**src/rtl/alu_md_pkg.sv**
```systemverilog
// Shared types for the iterative RV32M multiply/divide unit.
// Op encoding follows RV32M funct3 so the decoder can pass it straight through.
package alu_md_pkg;

  localparam int REG_LEN = 32;

  typedef enum logic [2:0] {
    MD_MUL    = 3'b000,
    MD_MULH   = 3'b001,
    MD_MULHSU = 3'b010,
    MD_MULHU  = 3'b011,
    MD_DIV    = 3'b100,
    MD_DIVU   = 3'b101,
    MD_REM    = 3'b110,
    MD_REMU   = 3'b111
  } md_op_e;

  typedef enum logic [1:0] {
    MD_IDLE = 2'd0,
    MD_CALC = 2'd1,
    MD_FIX  = 2'd2,
    MD_DONE = 2'd3
  } md_state_e;

  // Control captured at the accepting edge and held for the whole operation
  typedef struct packed {
    md_op_e op;
    logic   neg1;     // rs1 was negative (remainder sign)
    logic   neg_res;  // product / quotient must be negated
    logic   ovf;      // signed most-negative / -1 division
  } md_ctl_t;

  function automatic logic op_signed1(md_op_e op);
    return op inside {MD_MUL, MD_MULH, MD_MULHSU, MD_DIV, MD_REM};
  endfunction

  function automatic logic op_signed2(md_op_e op);
    return op inside {MD_MUL, MD_MULH, MD_DIV, MD_REM};
  endfunction

  function automatic logic op_is_div(md_op_e op);
    return op[2];
  endfunction

endpackage

```
**src/rtl/alu_md.sv**
```systemverilog
// Iterative multiply/divide: one bit per cycle on operand magnitudes, then a
// single fix-up cycle for signs and RV32M divide corner cases.
module alu_md
  import alu_md_pkg::*;
#(
  parameter int XLEN = REG_LEN
) (
  input  logic            clk,
  input  logic            rst,
  input  logic            start,
  input  logic            kill,
  input  logic [2:0]      md_op,
  input  logic [XLEN-1:0] md_in1,
  input  logic [XLEN-1:0] md_in2,
  output logic            busy,
  output logic            done,
  output logic [XLEN-1:0] md_out
);

  localparam int CW = $clog2(XLEN) + 1;
  localparam logic [XLEN-1:0] MIN_NEG = {1'b1, {(XLEN-1){1'b0}}};

  md_state_e         state;
  logic [CW-1:0]     cnt;
  md_ctl_t           ctl;
  logic [XLEN-1:0]   rs1;
  logic [XLEN-1:0]   opnd;   // multiplicand for mul, divisor for div
  logic [2*XLEN-1:0] acc;    // {hi, lo}: product, or {remainder, quotient}

  // Operand decode at the accepting edge
  md_op_e          op_in;
  logic            neg1_in, neg2_in, ovf_in;
  logic [XLEN-1:0] mag1_in, mag2_in;

  always_comb begin
    op_in   = md_op_e'(md_op);
    neg1_in = op_signed1(op_in) & md_in1[XLEN-1];
    neg2_in = op_signed2(op_in) & md_in2[XLEN-1];
    mag1_in = neg1_in ? -md_in1 : md_in1;
    mag2_in = neg2_in ? -md_in2 : md_in2;
    ovf_in  = (op_in == MD_DIV || op_in == MD_REM) &&
              (md_in1 == MIN_NEG) && (&md_in2);
  end

  // One iteration step for each datapath
  logic [XLEN:0]     mul_sum;
  logic [XLEN:0]     div_sh, div_diff;
  logic [2*XLEN-1:0] mul_next, div_next, step;

  always_comb begin
    mul_sum  = {1'b0, acc[2*XLEN-1:XLEN]} + (acc[0] ? {1'b0, opnd} : '0);
    mul_next = {mul_sum, acc[XLEN-1:1]};
    div_sh   = acc[2*XLEN-1:XLEN-1];
    div_diff = div_sh - {1'b0, opnd};
    // Restoring: keep the shifted remainder when the trial subtract underflows
    div_next = div_diff[XLEN] ? {div_sh[XLEN-1:0], acc[XLEN-2:0], 1'b0}
                              : {div_diff[XLEN-1:0], acc[XLEN-2:0], 1'b1};
    step     = op_is_div(ctl.op) ? div_next : mul_next;
  end

  // Sign correction and special cases applied in FIX
  logic [2*XLEN-1:0] prod;
  logic [XLEN-1:0]   quo, rem, result;

  always_comb begin
    prod = ctl.neg_res ? -acc : acc;
    quo  = ctl.neg_res ? -acc[XLEN-1:0] : acc[XLEN-1:0];
    rem  = ctl.neg1 ? -acc[2*XLEN-1:XLEN] : acc[2*XLEN-1:XLEN];
    if (opnd == '0) begin
      quo = '1;
      rem = rs1;
    end else if (ctl.ovf) begin
      quo = rs1;
      rem = '0;
    end
    case (ctl.op)
      MD_MUL:                      result = prod[XLEN-1:0];
      MD_MULH, MD_MULHSU, MD_MULHU: result = prod[2*XLEN-1:XLEN];
      MD_DIV, MD_DIVU:             result = quo;
      default:                     result = rem;
    endcase
  end

  always_ff @(posedge clk) begin
    if (rst) begin
      state  <= MD_IDLE;
      cnt    <= '0;
      ctl    <= '0;
      rs1    <= '0;
      opnd   <= '0;
      acc    <= '0;
      busy   <= 1'b0;
      done   <= 1'b0;
      md_out <= '0;
    end else begin
      done <= 1'b0;
      case (state)
        MD_IDLE: begin
          if (start && !kill) begin
            ctl.op      <= op_in;
            ctl.neg1    <= neg1_in;
            ctl.neg_res <= neg1_in ^ neg2_in;
            ctl.ovf     <= ovf_in;
            rs1         <= md_in1;
            opnd        <= op_is_div(op_in) ? mag2_in : mag1_in;
            acc         <= {{XLEN{1'b0}}, (op_is_div(op_in) ? mag1_in : mag2_in)};
            cnt         <= CW'(XLEN - 1);
            state       <= MD_CALC;
            busy        <= 1'b1;
          end
        end
        MD_CALC: begin
          if (kill) begin
            state <= MD_IDLE;
            busy  <= 1'b0;
          end else begin
            acc <= step;
            if (cnt == '0) state <= MD_FIX;
            else           cnt   <= cnt - 1'b1;
          end
        end
        MD_FIX: begin
          if (kill) begin
            state <= MD_IDLE;
            busy  <= 1'b0;
          end else begin
            md_out <= result;
            done   <= 1'b1;
            state  <= MD_DONE;
          end
        end
        default: begin
          busy  <= 1'b0;
          state <= MD_IDLE;
        end
      endcase
    end
  end

endmodule

```
**config.mk**
```make
export PLATFORM = sky130hd
export DESIGN_NAME = alu_md
export DESIGN_NICKNAME = d
export VERILOG_FILES = /design/src/rtl/alu_md_pkg.sv /design/src/rtl/alu_md.sv
export SDC_FILE = /design/constraint.sdc
export NUM_CORES = 1
export LEC_CHECK = 0
export ABC_AREA = 1
export BUFFER_PORTS_ARGS = -buffer_cell sky130_fd_sc_hd__clkbuf_2
export CAP_MARGIN = 20
export CORE_ASPECT_RATIO = 1.5
export CORE_MARGIN = 4
export CORE_UTILIZATION = 55
export CTS_CLUSTER_DIAMETER = 120
export CTS_CLUSTER_SIZE = 8
export DETAILED_ROUTE_END_ITERATION = 6
export PLACE_DENSITY = 0.8
export SYNTH_ARGS = -nofsm -noshare
export SYNTH_HDL_FRONTEND = slang
export SYNTH_SLANG_ARGS = --single-unit
```
**constraint.sdc**
```tcl
create_clock -name clk -period 5.2 [get_ports clk]
set_input_delay 0.78 -clock clk [delete_from_list [all_inputs] [get_ports clk]]
set_output_delay 0.78 -clock clk [all_outputs]
set_load 0.03 [all_outputs]
```
==> After elaboration in Yosys (flattened, before gate mapping) <==
Index checks and enable logic that the tools add are counted.
{ "op_classes": {"n_mux": 31, "bitwise_logic": 5, "addsub": 8, "n_reduce_logical": 24, "n_eq_ne": 17} }
{ "op_table": {"columns": ["operator", "n"], "rows": [
  ["32-bit 2-to-1 mux", 11],
  ["64-bit 2-to-1 mux", 5],
  ["32-bit negation", 4],
  ["64-bit one-hot mux with 2 select lines", 1],
  ["32-bit one-hot mux with 3 select lines", 1],
  ["64-bit negation", 1],
  ["32-bit by 32-bit adder with 33-bit output", 1],
  ["33-bit by 32-bit subtractor with 33-bit output", 1],
  ["32-bit == test, second input constant", 1],
  ["32-bit logical NOT", 1],
  ["32-bit AND reduction", 1],
  ["6-bit 2-to-1 mux", 3],
  ["3-bit == test, second input constant", 4],
  ["6-bit one-hot mux with 2 select lines", 1],
  ["3-bit by 2-bit == test with 1-bit output, second input constant", 3],
  ["2-bit 2-to-1 mux", 4],
  ["2-bit AND reduction", 4],
  ["3-bit by 1-bit == test with 1-bit output, second input constant", 2],
  ["3-bit logical NOT", 2],
  ["6-bit logical NOT", 1],
  ["2-bit inequality test, second input constant", 3],
  ["2-bit one-hot mux with 3 select lines", 1],
  ["2-bit OR reduction", 3],
  ["6-bit by 1-bit subtractor with 6-bit output, second input constant", 1],
  ["19 further kinds", 25]
]} }
{ "word_totals": {"in_bits": 71, "output_inout_bits": 34, "reg_bits": 176, "elab_cells": 97} }

==> Depth between registers and ports, before layout <==
{ "logic_depth": {"depth_word": 7, "mapped_depth": 20, "mapped_depth_nobuf": 18} }

==> Worst setup path before layout <==
OpenSTA, ideal clock, no wires.
{ "synth_path": {"path_type": "register -> register", "startpoint": "register acc[0]", "endpoint": "register acc[53]", "arrival_ns": 2.411, "path_buffers": 2, "slack_ns": 2.656, "period_less_slack_ns": 2.544, "stages_incl_launch_ff": 20, "cell_sequence": "dfxtp_1 buf_2 clkbuf_1 nand2_1 inv_1 ha_1 inv_1 fa_1 o21ai_1 nand2_1 nand2_1 nand2_1 nand2_1 nand2_1 nand3_1 nand3_1 nand2_1 inv_1 nand2_1 a21oi_1"} }
{ "synth_via": {"elab_chain_cells": 5} }
{ "synth_lines": {"columns": ["item", "line_no", "source"], "rows": [
  ["start, declared", "alu_md.sv:28", "logic [2*XLEN-1:0] acc;"],
  ["start signal, assigned", "alu_md.sv:106", "acc <= {{XLEN{1'b0}}, (op_is_div(op_in) ? mag1_in : mag2_in)};"],
  ["start signal, assigned", "alu_md.sv:117", "acc <= step;"],
  ["32-bit 2-to-1 mux", "alu_md.sv:51", "mul_sum = {1'b0, acc[2*XLEN-1:XLEN]} + (acc[0] ? {1'b0, opnd} : '0);"],
  ["32-bit by 32-bit adder with 33-bit output", "alu_md.sv:51", null],
  ["64-bit 2-to-1 mux", "alu_md.sv:58", "step = op_is_div(ctl.op) ? div_next : mul_next;"],
  ["64-bit 2-to-1 mux", "alu_md.sv:113", "if (kill) begin"],
  ["64-bit one-hot mux with 2 select lines", "alu_md.sv:97", "case (state)"]
]} }
Every way passes these cells. The select of a mux whose other input is x is not followed.
A chain may end at the register's enable or synchronous reset.

==> Worst setup path after layout <==
{ "layout_path": {"startpoint": "register acc[0]", "endpoint": "register acc[61]"} }
The elaborated chain is that of the path after synthesis.

==> impl_metrics.py <==
metrics = {
    "status": {
        "status": "finished clean",
    },
    "route": {
        "ant_nets": 0,
        "first_pass_iters": 6,
        "drtIter0Drc": 3377,
        "wl_per_cell_um": 21.67,
        "routed_wl_um": 85640,
        "drc": 0,
        "vias_per_cell": 6.100,
        "via_count": 24110,
    },
    "power": {
        "power.leakage_nw": 10.46,
        "power_density_mw_per_mm2": 417.7,
        "irDropWorstVdd_v": 0.0003375,
    },
    "critical_path": {
        "rr_worst_depth": 17,
        "critPathKind": "register to register",
        "crit_path_end_kind": "register",
        "r2r_end": "acc[61]$_SDFFE_PP0P_",
        "cp-endpoint": "acc[61]$_SDFFE_PP0P_",
        "reg2reg_slack_ps": 1660,
        "startpoint": "acc[0]$_SDFFE_PP0P_",
        "crit_required_ps": 5540,
        "critPathLaunchType": "register",
        "crit_fanout": 24,
        "reg2reg_from": "acc[0]$_SDFFE_PP0P_",
        "critPathArrivalTime_ps": 3880,
    },
    "placed_design": {
        "placed_cell_area_mm2": 0.01989,
        "place_hpwl_um": 67420,
        "portBuffers": 104,
        "place.gp.congestion": 1.073,
    },
    "clock_tree": {
        "ctsHoldBuffers": 0,
        "clkLatencyLatePin_ps": 480,
        "clkTransAtPathRegs_ps": 90,
        "numCtsBuffers": 17,
        "clkSinkCount": 176,
        "htreeDepth": 4,
        "cts_max_path_buffers": 2,
        "tritoncts": "done",
        "ctsResizeCount": 0,
        "cts_setup_buffers": 0,
        "cts_root_buffer": "clkbuf_16",
    },
    "worst_hold_path": {
        "holdCritPathClass": "register to register",
        "hold_start": "cnt[0]$_SDFFE_PP0P_",
        "holdPathStages": 1,
    },
    "grt": {
        "grt_pass1_wl_um": 128400,
        "track_usage": 0.4345,
        "grt_antenna_before_repair": 1,
        "grt.overflow.total": 0,
        "grt_max_degree": 69,
        "grt_pass1_vias": 22230,
    },
    "yosys": {
        "synth_top_cell_by_area": "nand2_1",
        "netlist_area_mm2": 0.01910,
        "synthFlopType": "dfxtp_1",
        "synth_area_leaders": "nand2_1 (20%), dfxtp_1 (18%), inv_1 (9.3%)",
        "synth_top_area_frac": 0.1965,
        "synth_warnings": 0,
        "ys_seq_area_frac": 0.1844,
        "ys_types": 52,
        "syn-num-nets": 3638,
        "synth_edf_count": 0,
        "synth_seq_cells": 176,
        "synth_area_per_cell_um2": 5.474,
        "synthCells": 3490,
        "ys_top_cells_by_count": "nand2_1 (1,000), inv_1 (475), nand3_1 (342)",
        "synthArstFlopShare": 0,
        "yosysMostFrequentCell": "nand2_1",
    },
    "floorplan": {
        "dieArea_mm2": 0.03784,
        "core_mm2": 0.03427,
        "num_rows": 83,
        "io_pins": 105,
        "chipWidth_um": 160.2,
        "die_h_um": 236.3,
        "start_util": 0.5575,
    },
    "layout": {
        "antennaDiodeCount": 0,
        "nNetsFinal": 3662,
        "fillers": 3712,
        "syn2layout_area_growth_pct": 7.538,
        "post-route-cell-area_mm2": 0.02054,
        "drive_gt1_frac": 0.07003,
    },
    "timing": {
        "tightest_slew_ps": 1027,
        "rsz0062_at_grt": "no",
        "finalClockSkew_ps": 13.19,
        "tns_ps": 0,
        "fmaxAchievable_mhz": 282.4,
        "period_needed_ps": 3541,
        "min_period_over_period": 0.6809,
        "hold_violations": 0,
        "slew_headroom": 0.3146,
        "final_max_slew_viol_count": 0,
        "setup_viol": 0,
    },
    "job": {
        "drv_cap": 0,
    },
}
## area by class of cell
class | instances | area, µm² | area share
clock buffer | 17 | 425.4 | 0.02071
clock inverter | 15 | 203.9 | 0.009927
inverter | 482 | 1809 | 0.08806
multi-input combinational | 2693 | 13210 | 0.6428
sequential | 176 | 3528 | 0.1717
tap | 425 | 531.8 | 0.02588
timing repair buffer | 144 | 840.8 | 0.04093
## per-stage QoR
step / total power, mW / util / worst slack [ps] / hold slack [ps] / cells
after floorplan: 5.425 / - / 2656 / 429.3 / 3490
after global placement: 6.906 / 0.5803 / 1912 / 449.8 / 3919
after detailed placement: 6.920 / 0.5803 / 1857 / 454.3 / 3919
after CTS: 8.317 / 0.5987 / 1833 / 467.8 / 3951
after global routing: 9.077 / 0.5995 / 1436 / 495.4 / 3952
final: 8.581 / 0.5995 / 1659 / 467.4 / 3952
## state kept, by name, indices dropped and copies added, names as in the netlist
signal and flops:
opnd 32, done 1, state 2, ctl 6
acc 64, rs1 32, cnt 6, md_out 32
busy 1
## per-layer routing
layer	vias to the layer above	wire length [µm]	track usage
li1	11390	-	-
met1	10780	30620	0.5106
met2	1542	37600	0.6886
met3	390	8862	0.08460
met4	2	8542	0.3441
met5	-	20	0
## power by group
part	leakage (nW)	internal, mW	switching, mW	total, mW
sequential	1.43	1.58	0.339	1.92
clock	0.302	0.666	0.739	1.41
combinational	8.72	1.45	3.80	5.26
## critical path: stages, from the launching register on
cell,delay [ps]
dfxtp_1,1010
nand2_1,120
inv_1,90
ha_1,160
inv_1,70
fa_1,390
o21ai_1,450
nand2_1,140
nand2_1,140
nand2_1,110
nand2_1,180
nand2_1,120
nand3_1,90
nand3_1,90
nand2_1,90
inv_1,40
nand2_1,60
a21oi_1,50
## cells in the final DEF (no fill, tap or decap), types with 39 or more instances in the layout
cell type,count
nor2_1,321
inv_1,474
clkbuf_2,103
dfxtp_1,174
nand2_1,999
a21oi_1,339
nand3_1,342
nand4_1,50
o21ai_0,259
ha_1,75
buf_4,39
xor2_1,71
## how the worst min path moves through the flow
stage | to | slack (ps)
4_1_cts | cnt[0]$_SDFFE_PP0P_ | 470
3_3_place_gp | cnt[0]$_SDFFE_PP0P_ | 450
2_1_floorplan | cnt[5]$_SDFFE_PP0P_ | 430
6_report | cnt[0]$_SDFFE_PP0P_ | 470
3_5_place_dp | cnt[0]$_SDFFE_PP0P_ | 450
5_1_grt | md_out[3]$_SDFFE_PP0P_ | 500
## cells by family after synthesis
logic type	synth area share
AO/OA/AOI/OAI	0.1966
XOR/XNOR	0.03622
adder cells (fa/ha/maj)	0.05121
buffers and inverters	0.1252
flip-flops	0.1844
multiplexers	0.0005240
AND/OR/NAND/NOR	0.4059
No activity file was read; power rests on OpenSTA's default activity.
